`config.mk`:
```
export PLATFORM = sky130hd
export DESIGN_NAME = dram_burst_reader
export DESIGN_NICKNAME = d
export VERILOG_FILES = /design/src/rtl/dram_burst_reader.sv
export SDC_FILE = /design/constraint.sdc
export NUM_CORES = 1
export LEC_CHECK = 0
export CAP_MARGIN = 20
export CORE_ASPECT_RATIO = 2
export CORE_MARGIN = 5
export CORE_UTILIZATION = 30
export CTS_CLUSTER_SIZE = 24
export DETAILED_ROUTE_END_ITERATION = 10
export SLEW_MARGIN = 15
export SYNTH_ARGS = -nofsm -noshare
export SYNTH_HDL_FRONTEND = slang
export SYNTH_SLANG_ARGS = --single-unit
```
`constraint.sdc`:
```
create_clock -name clk -period 6.6 [get_ports clk]
set_clock_uncertainty 0.15 [all_clocks]
set_input_delay 1.32 -clock clk [delete_from_list [all_inputs] [get_ports clk]]
set_output_delay 1.32 -clock clk [all_outputs]
set_load 0.05 [all_outputs]
```
`src/rtl/dram_burst_reader.sv`:
```
// Burst read initiator: issues one DRAM read per cycle for a requested burst and
// streams the returned words through a FIFO whose occupancy is protected by credit.
module dram_burst_reader #(
   parameter int DATA_WIDTH = 32,
   parameter int ADDR_WIDTH = 18,
   parameter int LEN_WIDTH  = 10,
   parameter int FIFO_DEPTH = 4
) (
   input  logic                  clk,
   input  logic                  srstn,
   input  logic                  req_valid,
   output logic                  req_ready,
   input  logic [ADDR_WIDTH-1:0] req_addr,
   input  logic [LEN_WIDTH-1:0]  req_len,
   output logic                  dram_en_rd,
   output logic [ADDR_WIDTH-1:0] dram_addr_rd,
   input  logic                  dram_valid,
   input  logic [DATA_WIDTH-1:0] dram_data,
   output logic                  out_valid,
   input  logic                  out_ready,
   output logic [DATA_WIDTH-1:0] out_data,
   output logic                  out_last,
   output logic                  busy,
   output logic                  done
);
   localparam int PTR_W = $clog2(FIFO_DEPTH);
   localparam int CNT_W = PTR_W + 1;
   localparam int REM_W = LEN_WIDTH + 1;

   typedef enum logic [1:0] {IDLE, ISSUE, DRAIN} state_t;

   state_t                state_q, state_d;
   logic [ADDR_WIDTH-1:0] addr_q, addr_d;
   logic [REM_W-1:0]      remaining_q, remaining_d;
   logic [REM_W-1:0]      ret_left_q, ret_left_d;
   logic [CNT_W-1:0]      inflight_q, inflight_d;
   logic [CNT_W-1:0]      count_q, count_d;
   logic [PTR_W-1:0]      wr_ptr_q, wr_ptr_d;
   logic [PTR_W-1:0]      rd_ptr_q, rd_ptr_d;
   logic                  en_rd_q, en_rd_d;
   logic [ADDR_WIDTH-1:0] addr_rd_q, addr_rd_d;
   logic                  done_q, done_d;
   logic [DATA_WIDTH-1:0] data_mem_q [FIFO_DEPTH];
   logic [DATA_WIDTH-1:0] data_mem_d [FIFO_DEPTH];
   logic [FIFO_DEPTH-1:0] last_mem_q, last_mem_d;

   logic                  accept;
   logic                  push;
   logic                  pop;
   logic                  issue;
   logic                  credit_ok;
   logic [CNT_W:0]        reserved_nxt;

   // Datapath: credit check, issue address generation and FIFO bookkeeping
   always_comb begin
      accept       = req_valid && (state_q == IDLE);
      out_valid    = (count_q != '0);
      pop          = out_valid && out_ready;
      push         = dram_valid && (inflight_q != '0);
      reserved_nxt = (CNT_W+1)'(count_q) + (CNT_W+1)'(inflight_q) + (CNT_W+1)'(1)
                     - (CNT_W+1)'(pop);
      credit_ok    = (reserved_nxt <= (CNT_W+1)'(FIFO_DEPTH));
      issue        = (state_q == ISSUE) && (remaining_q != '0) && credit_ok;

      addr_d      = addr_q;
      remaining_d = remaining_q;
      ret_left_d  = ret_left_q;
      if (accept) begin
         addr_d      = req_addr;
         remaining_d = {1'b0, req_len} + REM_W'(1);
         ret_left_d  = {1'b0, req_len} + REM_W'(1);
      end else if (issue) begin
         addr_d      = addr_q + ADDR_WIDTH'(1);
         remaining_d = remaining_q - REM_W'(1);
      end
      if (push) begin
         ret_left_d = ret_left_q - REM_W'(1);
      end

      en_rd_d    = issue;
      addr_rd_d  = issue ? addr_q : addr_rd_q;
      inflight_d = inflight_q + CNT_W'(issue) - CNT_W'(push);
      count_d    = count_q + CNT_W'(push) - CNT_W'(pop);
      wr_ptr_d   = wr_ptr_q + PTR_W'(push);
      rd_ptr_d   = rd_ptr_q + PTR_W'(pop);

      data_mem_d = data_mem_q;
      last_mem_d = last_mem_q;
      if (push) begin
         data_mem_d[wr_ptr_q] = dram_data;
         last_mem_d[wr_ptr_q] = (ret_left_q == REM_W'(1));
      end

      out_data = out_valid ? data_mem_q[rd_ptr_q] : '0;
      out_last = out_valid && last_mem_q[rd_ptr_q];
   end

   always_comb begin
      state_d = state_q;
      unique case (state_q)
         IDLE:    if (accept) state_d = ISSUE;
         ISSUE:   if (issue && (remaining_q == REM_W'(1))) state_d = DRAIN;
         DRAIN:   if (pop && out_last) state_d = IDLE;
         default: state_d = IDLE;
      endcase
   end

   // The final pop leaves DRAIN and raises done together, so a new request can land while done is high
   always_comb begin
      req_ready    = (state_q == IDLE);
      busy         = (state_q != IDLE);
      done_d       = (state_q == DRAIN) && pop && out_last;
      done         = done_q;
      dram_en_rd   = en_rd_q;
      dram_addr_rd = addr_rd_q;
   end

   always_ff @(posedge clk or negedge srstn) begin
      if (!srstn) begin
         state_q     <= IDLE;
         addr_q      <= '0;
         remaining_q <= '0;
         ret_left_q  <= '0;
         inflight_q  <= '0;
         count_q     <= '0;
         wr_ptr_q    <= '0;
         rd_ptr_q    <= '0;
         en_rd_q     <= 1'b0;
         addr_rd_q   <= '0;
         done_q      <= 1'b0;
         data_mem_q  <= '{default: '0};
         last_mem_q  <= '0;
      end else begin
         state_q     <= state_d;
         addr_q      <= addr_d;
         remaining_q <= remaining_d;
         ret_left_q  <= ret_left_d;
         inflight_q  <= inflight_d;
         count_q     <= count_d;
         wr_ptr_q    <= wr_ptr_d;
         rd_ptr_q    <= rd_ptr_d;
         en_rd_q     <= en_rd_d;
         addr_rd_q   <= addr_rd_d;
         done_q      <= done_d;
         data_mem_q  <= data_mem_d;
         last_mem_q  <= last_mem_d;
      end
   end
endmodule

```
Word-level counts from Yosys, hierarchy flattened
Index checks and enable logic that the tools add are counted.

cells by class
  add/sub/neg operators = 13
  magnitude comparators = 7
  equal/unequal tests = 7
  multiplexer cells = 22
  bitwise gates (word level) = 2
  reductions and logical operators = 20

operators with widths
  kind                                                       number
  bitwise mux 128 bit                                        1
  2-to-1 mux 32 bit                                          4
  binary-select mux 32 bit (select 2 bit)                    1
  demux 32 bit (select 2 bit)                                1
  2-to-1 mux 11 bit                                          4
  2-to-1 mux 18 bit                                          2
  == test 11 x 1 -> 1 bit (second input constant)            2
  subtractor 11 x 1 -> 11 bit (second input constant)        2
  adder 18 x 1 -> 18 bit (second input constant)             1
  logical AND 1 bit                                          12
  adder 10 x 1 -> 11 bit (second input constant)             1
  nonzero test 11 bit                                        1
  adder 3 x 1 -> 3 bit                                       2
  greater-or-equal comparator 3 bit (second input constant)  2
  < comparator 2 x 3 -> 1 bit (second input constant)        2
  2-to-1 mux 2 bit                                           3
  inverter 2 -> 3 bit                                        2
  case mux 2 bit (3 select lines)                            1
  nonzero test 2 bit                                         3
  nonzero test 3 bit                                         2
  subtractor 3 x 1 -> 3 bit                                  2
  adder 2 x 1 -> 2 bit                                       2
  adder 3 x 3 -> 4 bit                                       1
  adder 4 x 1 -> 4 bit (second input constant)               1
  other kinds (14)                                           16

storage, ports and cells
  register bits = 204
  input port bits = 65
  output and inout port bits = 56
  word-level logic and storage cells = 87

Logic depth before layout (Yosys ltp)
Gate-level depths: netlist of run 1.

  depth in word-level cells = 8
  depth in mapped cells = 21
  depth with buffers taken out = 18

Worst setup path before layout of run 1
No wires, ideal clock.

  kind = input -> register
  start point = input out_ready
  end point = register inflight_q[2]
  setup time = 0.127 ns
  data arrival time = 4.614 ns
  data required time = 6.323 ns
  path slack = 1.709 ns
  stages = 18
  path buffers = 2
  cell sequence = and2_1 fa_1 inv_1 ha_1 nor2_1 fa_1 a21oi_1 a211oi_4 nand2_1 buf_4 buf_2 ha_1 inv_1 ha_1 inv_1 fa_1 xnor2_1 xnor2_1

between the ends
  word-level cells in the longest chain between the ends = 6

ends and longest elaborated chain
  element                                  line  source
  from (decl)                              20    input logic out_ready,
  logical AND 1 bit                        58    pop = out_valid && out_ready;
  subtractor 4 x 1 -> 4 bit                61    - (CNT_W+1)'(pop);
  less-or-equal comparator 4 x 3 -> 1 bit  62    credit_ok = (reserved_nxt <= (CNT_W+1)'(FIFO_DEPTH));
  logical AND 1 bit                        63    issue = (state_q == ISSUE) && (remaining_q != '0) && credit_ok;
  adder 3 x 1 -> 3 bit                     82    inflight_d = inflight_q + CNT_W'(issue) - CNT_W'(push);
  subtractor 3 x 1 -> 3 bit                82
  via inflight_d[2]                        36    logic [CNT_W-1:0] inflight_q, inflight_d;
  to (signal assigned)                     138   inflight_q <= inflight_d;
  to (decl)                                36

The timed path passes the listed nets, and every way through them passes these cells.
A chain may end at the register's enable or synchronous reset.

Final worst setup path of run 1
Same ends and word-level chain as after synthesis.

==> results by group, run 1 <==
Power
  – Worst vdd rail ir drop: 144 uV
  – Tot Pwr: 2.59 mW
  – Power density cells: 210 nW/um^2
  – Lkg Pwr: 5.62 nW

Timing
  – Max-slew violations: 0
  – Count of final setup violators: 0
  – Tmin final: 4.84 ns
  – Worst slew margin: 0.335
  – Setup_tns: 0 ns
  – RSZ-0062 raised after global routing: false
  – Hold slack: 0.319 ns
  – Fin crit share: 0.733
  – Hold Fails Final Rpt: 0
  – Least-Margin Pin Slew: 0.997 ns
  – Fmax: 207 MHz

Place
  – Port Buf Inserts: 120
  – Dpl cells: 1,327
  – Detailed placement HPWL: 16,500 um
  – GPL Wtd Cong: 0.756

Floorplanning
  – # rows: 94
  – Initial Util: 0.302
  – Chip Width: 138 um
  – Core area: 32,700 um^2
  – Die area: 36,800 um^2
  – Io pins: 121
  – Die Ht: 266 um

Clocking
  – Post-CTS sizing: 0
  – CTS tree: done
  – CTS sink cnt: 204
  – Total CTS buffers: 22
  – Worst skew pair latency: 0.51 ns
  – Clock transition at path regs: 0.06 ns
  – CTS Hold Bufs: 0
  – H-tree Lvls: 1
  – Setup Buffers After CTS: 0
  – Root buffer cell: clkbuf_16
  – CTS max path bufs: 3

Critical path
  – CP Capture Type: flop
  – Startpoint Class: primary input
  – Crit path DAT: 5.08 ns
  – Worst R2R End: inflight_q[2]
  – Worst Reg-to-Reg Cells: 18
  – Kind of critical path: in2reg
  – Worst R2R Start: count_q[1]
  – Reg2reg setup slack: 2.12 ns
  – Worst Path Max Fanout: 14
  – CP required: 6.84 ns
  – CP endpoint: inflight_q[2]
  – CP startpoint: out_ready

Final layout
  – Area of the multi-input gates: 4500 um^2
  – Final Util: 0.376
  – Share of cells above drive strength 1: 0.242
  – FF/Latch Area: 5110 um^2
  – Number of fill cells in the layout: 3,287
  – Layout area overhead: 24.7%
  – Total Nets Final: 1,004
  – Ant. Diodes: 0
  – Cell Count, Final, Fillers Out: 1,367

Synth
  – Mapped Area: 9870 um^2
  – Number of synthesized flops with an enable pin: 0
  – Mapped Cells: 803
  – Synth area leader: dfrtp_1
  – Synth unique cells: 55
  – Yosys warning total: 0
  – Largest cells by area after synthesis: dfrtp_1 (52%), mux2_2 (14%), mux4_2 (7.5%)
  – Sequential area share after synthesis: 0.517
  – Avg Inst Size Synth: 12.3 um^2
  – Synth Register Bits: 204
  – Syn Nets: 888
  – Top FF cell, synth: dfrtp_1
  – Post-synth ARST share: 1.00
  – Top-area cell type share of the netlist area: 0.517

Run
  – Maxcap violations: 0

Drt
  – Routed wire length per instance: 17.6 um
  – Routed WL: 24,000 um
  – Pre-Repair DR Iteration Count: 7
  – Via count: 6,578
  – Detail Route Antenna Nets: 0
  – Post-DR vias/cell: 4.81
  – 1st-iter DRT viols: 227
  – # DRC: 0

Hold path
  – Hold Crit Class: reg2reg

GRT
  – All-Layer GR Usage: 0.130
  – Pin count of the biggest net entering global routing: 118
  – First-pass GRT wire length: 39,000 um
  – Vias in the first global route: 7,257
  – Antenna violations before repair: 0
  – Grt total ovfl: 0

Run status
  – Outcome: completed
per-layer routing:
layer	GRT usage	vias up	wire [um]
met2	0.261	119	13700
li1	-	3073	-
met4	0.0412	0	565
met5	0	-	0
met1	0.140	3359	9040
met3	0.0149	27	733
registers in the layout (all words and copies together), names as in the netlist:
name / cells
count_q: 3
dram_addr_rd: 18
remaining_q: 11
wr_ptr_q: 2
last_mem_q: 4
inflight_q: 3
rd_ptr_q: 2
done: 1
data_mem_q: 128
state_q: 2
dram_en_rd: 1
ret_left_q: 11
addr_q: 18
cells in the mapped netlist (all sizes together), types with 8 or more instances:
master,instances
nand4,9
mux4,33
inv,25
o21ai,27
a31oi,8
dfrtp,204
and2,35
ha,16
a21oi,13
xor2,19
buf,19
clkbuf,21
nand3,24
nor3,15
xnor2,16
nand2,100
mux2,128
nor2,32
kinds of logic (layout without fill, tap and decap cells):
family / Yosys count / after routing / share of synthesized area
buffers and inverters: 65 / 197 / 0.0287
muxes: 165 / 165 / 0.225
DFF: 204 / 204 / 0.517
and+or+nand+nor: 243 / 243 / 0.122
xor gates and xnor gates: 35 / 35 / 0.0311
adders and majority gates: 20 / 20 / 0.0284
AOI/OAI and AO/OA: 71 / 71 / 0.0468
report_power, final:
part / internal (mW) / total, mW / switching, mW
clock network: 0.753 / 1.26 / 0.502
registers: 1.25 / 1.25 / 0
logic: 0.0381 / 0.0830 / 0.0448
layout by cell type, fill, tap and decap left out, drive strengths merged, types with 4 or more instances in the layout:
cell,count
and3,4
nand3,24
nor4,6
a21oi,13
buf,12
nand4,9
clkbuf,31
dfrtp,204
a31oi,8
o21ai,27
mux4,33
xnor2,16
and2,35
o211ai,6
or3,6
fa,4
nand2,100
ha,16
clkdlybuf4s50,119
clkinv,7
nor3,15
mux2i,4
nor2,32
mux2,128
xor2,19
inv,25
worst min path at each step:
stage	start	endpoint	slack (ns)	cells after the start
6_report	state_q[0]	done	0.32	1
5_1_grt	state_q[0]	done	0.35	1
4_1_cts	state_q[0]	done	0.32	1
3_5_place_dp	dram_addr_rd[11]	dram_addr_rd[11]	0.32	2
3_3_place_gp	last_mem_q[3]	last_mem_q[3]	0.31	2
2_1_floorplan	state_q[0]	done	0.28	1
worst max-delay path: stages:
cell and delay, ns:
clkdlybuf4s50_1 0.48, and2_1 0.21, fa_1 0.47, inv_1 0.08, ha_1 0.16, nor2_1 0.06, fa_1 0.37, xor2_1 0.15
a21oi_1 0.31, a211oi_4 0.04, buf_4 0.21, nand2_1 0.09, ha_1 0.24, inv_1 0.05, ha_1 0.13, inv_1 0.04
fa_1 0.37, xnor2_1 0.15, xnor2_1 0.13
final cells by class:
type                       instances  share of cell area
clock inverter                    10             0.00925
multi-input combinational        534               0.366
clock buffer                      30              0.0514
inverter                          25             0.00803
tap                              432              0.0439
sequential                       204               0.415
timing repair buffer             132               0.106
through the flow:
| stage | setup slack (ns) | area [um^2] |
|---|---|---|
| final | 1.76 | 12300 |
| after global routing | 1.51 | 12300 |
| after CTS | 1.77 | 12300 |
| after detailed placement | 1.22 | 11600 |
| after global placement | 1.33 | 11600 |
| after floorplan | 1.71 | 9870 |
(Power assumes the default switching activity.)
==> inputs of run 2 (changes only) <==
==> constraint.sdc (replaced) <==
create_clock -name clk -period 4.7 [get_ports clk]
set_clock_uncertainty 0.15 [all_clocks]
set_input_delay 0.94 -clock clk [delete_from_list [all_inputs] [get_ports clk]]
set_output_delay 0.94 -clock clk [all_outputs]
set_load 0.05 [all_outputs]
==> run 2 against run 1 <==
Flip-flop and latch count did not move. Largest cell class unchanged. Register-to-register slack got worse by 1.6 ns. First-iteration DRC count rose by 20%. Clock power rose by 39%. Clock-buffer cell count fell by 4. Die area did not move. Routed wire length rose by 4.0%. Combinational power rose by 45%. Final cell count rose by 0.29%. Hold slack improved by 0.0038 ns. Sequential share of layout area fell by 0.093 points. Critical path depth fell by 2.
==> results by group, run 2 (synthesized netlist as in run 1, its figures left out) <==
Place
  – Port Buf Inserts: 120
  – Dpl cell area: 11,600 um^2
  – Dpl cells: 1,334
  – Detailed placement HPWL: 16,900 um
  – Dpl ws: 0.0203 ns
  – GPL Wtd Cong: 0.801

Critical path
  – Worst R2R Start: count_q[1]
  – CP Capture Type: flop
  – Crit path DAT: 4.44 ns
  – Startpoint Class: flop
  – Kind of critical path: reg2reg
  – Crit path cell chain: or3_1 > and2_1 > fa_1 > inv_1 > ha_1 > nor2_1 > fa_1 > a21oi_1 > a211oi_4 > nand2_1 > ha_1 > inv_1 > ha_1 > inv_1 > fa_1 > xnor2_1 > xnor2_1
  – Crit path largest cell delay: 0.50 ns
  – Worst Path Max Fanout: 6
  – CP required: 4.93 ns
  – CP startpoint: count_q[1]
  – Slowest CP cell: fa_1
  – Worst Reg-to-Reg Cells: 17

Floorplanning
  – Chip Width: 138 um
  – Die Ht: 266 um
  – Die area: 36,800 um^2
  – Io pins: 121
  – # rows: 94
  – Initial Util: 0.302
  – Core area: 32,700 um^2

Hold path
  – WHS Path Cells: 1
  – Hold Crit Start: state_q[0]
  – Hold Crit Class: reg2reg

Final layout
  – Total Nets Final: 1,010
  – Ant. Diodes: 0
  – Cell Count, Final, Fillers Out: 1,371
  – Fin area: 12,300 um^2
  – Commonest cells after routing, fill and taps aside: dfrtp_1 (202), mux2_2 (127), clkdlybuf4s50_1 (119)
  – Biggest register: data_mem_q
  – Share of cells above drive strength 1: 0.247
  – Final Util: 0.377
  – Commonest non-fill, non-tap cell in the layout: dfrtp_1
  – Number of flip-flops in the largest register: 128
  – Layout area overhead: 25.0%

GRT
  – Pin count of the biggest net entering global routing: 100
  – All-Layer GR Usage: 0.136
  – Grt total ovfl: 0
  – First-pass GRT wire length: 40,600 um
  – Antenna violations before repair: 0
  – Vias in the first global route: 7,213

Drt
  – # DRC: 0
  – Detail Route Antenna Nets: 0
  – 1st-iter DRT viols: 272
  – Routed wire length per instance: 18.2 um
  – Routed WL: 25,000 um
  – Pre-Repair DR Iteration Count: 4
  – Via count: 6,600
  – Post-DR vias/cell: 4.81

Power
  – Sw Share: 0.215
  – Lkg Pwr: 5.65 nW
  – Logic pwr share: 0.033
  – Switching power: 0.777 mW
  – Internal cell power: 2.84 mW
  – Power density cells: 294 nW/um^2
  – Clock network fraction of design power: 0.482
  – Tot Pwr: 3.62 mW
  – Sequential share of power: 0.485
  – Worst vdd rail ir drop: 251 uV

Timing
  – Least-Margin Pin Slew: 0.838 ns
  – Max-slew violations: 0
  – Worst slew margin: 0.442
  – Final WS setup: 0.494 ns
  – Tmin final: 4.21 ns
  – Fmax: 238 MHz
  – Hold Fails Final Rpt: 0
  – Fin crit share: 0.895
  – RSZ-0062 raised after global routing: false
  – Setup_tns: 0 ns
  – Hold slack: 0.323 ns
  – Count of final setup violators: 0

Clocking
  – Setup Buffers After CTS: 0
  – Root buffer cell: clkbuf_16
  – CTS Hold Bufs: 0
  – CTS tree: done
  – Post-CTS sizing: 0
  – Clock transition at path regs: 0.06 ns
  – CTS max path bufs: 3
  – Worst skew pair latency: 0.50 ns
  – Total CTS buffers: 21
  – H-tree Lvls: 1
  – CTS sink cnt: 204

Run status
  – Outcome: completed

Run
  – Maxcap violations: 0
run 2: changes by cell type in the layout (fill, tap and decap cells not counted):
cell | before | now
buf_4 | 11 | 17
clkbuf_16 | 23 | 21
buf_12 | 1 | 2
bufinv_16 | 2 | 3
inv_6 | 1 | 2
clkinvlp_4 | 1 | 0
clkbuf_1 | 4 | 2
clkinv_4 | 3 | 0
clkinv_2 | 4 | 7
run 2: area by class of cell:
| cell class | instances | area (um^2) |
|---|---|---|
| Tap cell | 432 | 541 |
| Clock inverter | 11 | 134 |
| Sequential cell | 204 | 5110 |
| Clock buffer | 26 | 574 |
| Timing Repair Buffer | 139 | 1370 |
| Multi-Input combinational cell | 534 | 4500 |
| Inverter | 25 | 98.8 |
| Fill cell | 3264 | 20400 |
run 2: power groups by stage:
stage / sequential [mW] / clock, mW / combinational, mW
final: 1.76 / 1.75 / 0.120
after CTS: 1.75 / 1.81 / 0.124
after detailed placement: 1.79 / 0 / 0.123
after global placement: 1.79 / 0 / 0.122
after floorplan: 1.79 / 0 / 0.00791
after global routing: 1.75 / 1.87 / 0.132
run 2: worst paths after layout:
| path | endpoint | slack, ns |
|---|---|---|
| min in group asynchronous | data_mem_q[19] | 0.38 |
| min | done | 0.32 |
| max in group asynchronous | data_mem_q[105] | 3.12 |
| min reg2reg | done | 0.32 |
| max | inflight_q[2] | 0.49 |
| max reg2reg | inflight_q[2] | 0.49 |
run 2: per-layer routing:
layer	vias up	GRT usage	wire length, um
met5	-	0	0
met3	40	0.0156	852
met2	136	0.266	14200
met4	0	0.0484	782
li1	3072	-	-
met1	3352	0.151	9160
run 2: critical path: cells and delay by family, from the launching register on:
kind                       cells  cell delay (ns)
adders and majority gates      6             1.84
and+or+nand+nor                4             0.85
DFF                            1             0.47
AOI/OAI and AO/OA              2             0.35
xor gates and xnor gates       2             0.27
buffers and inverters          3             0.15
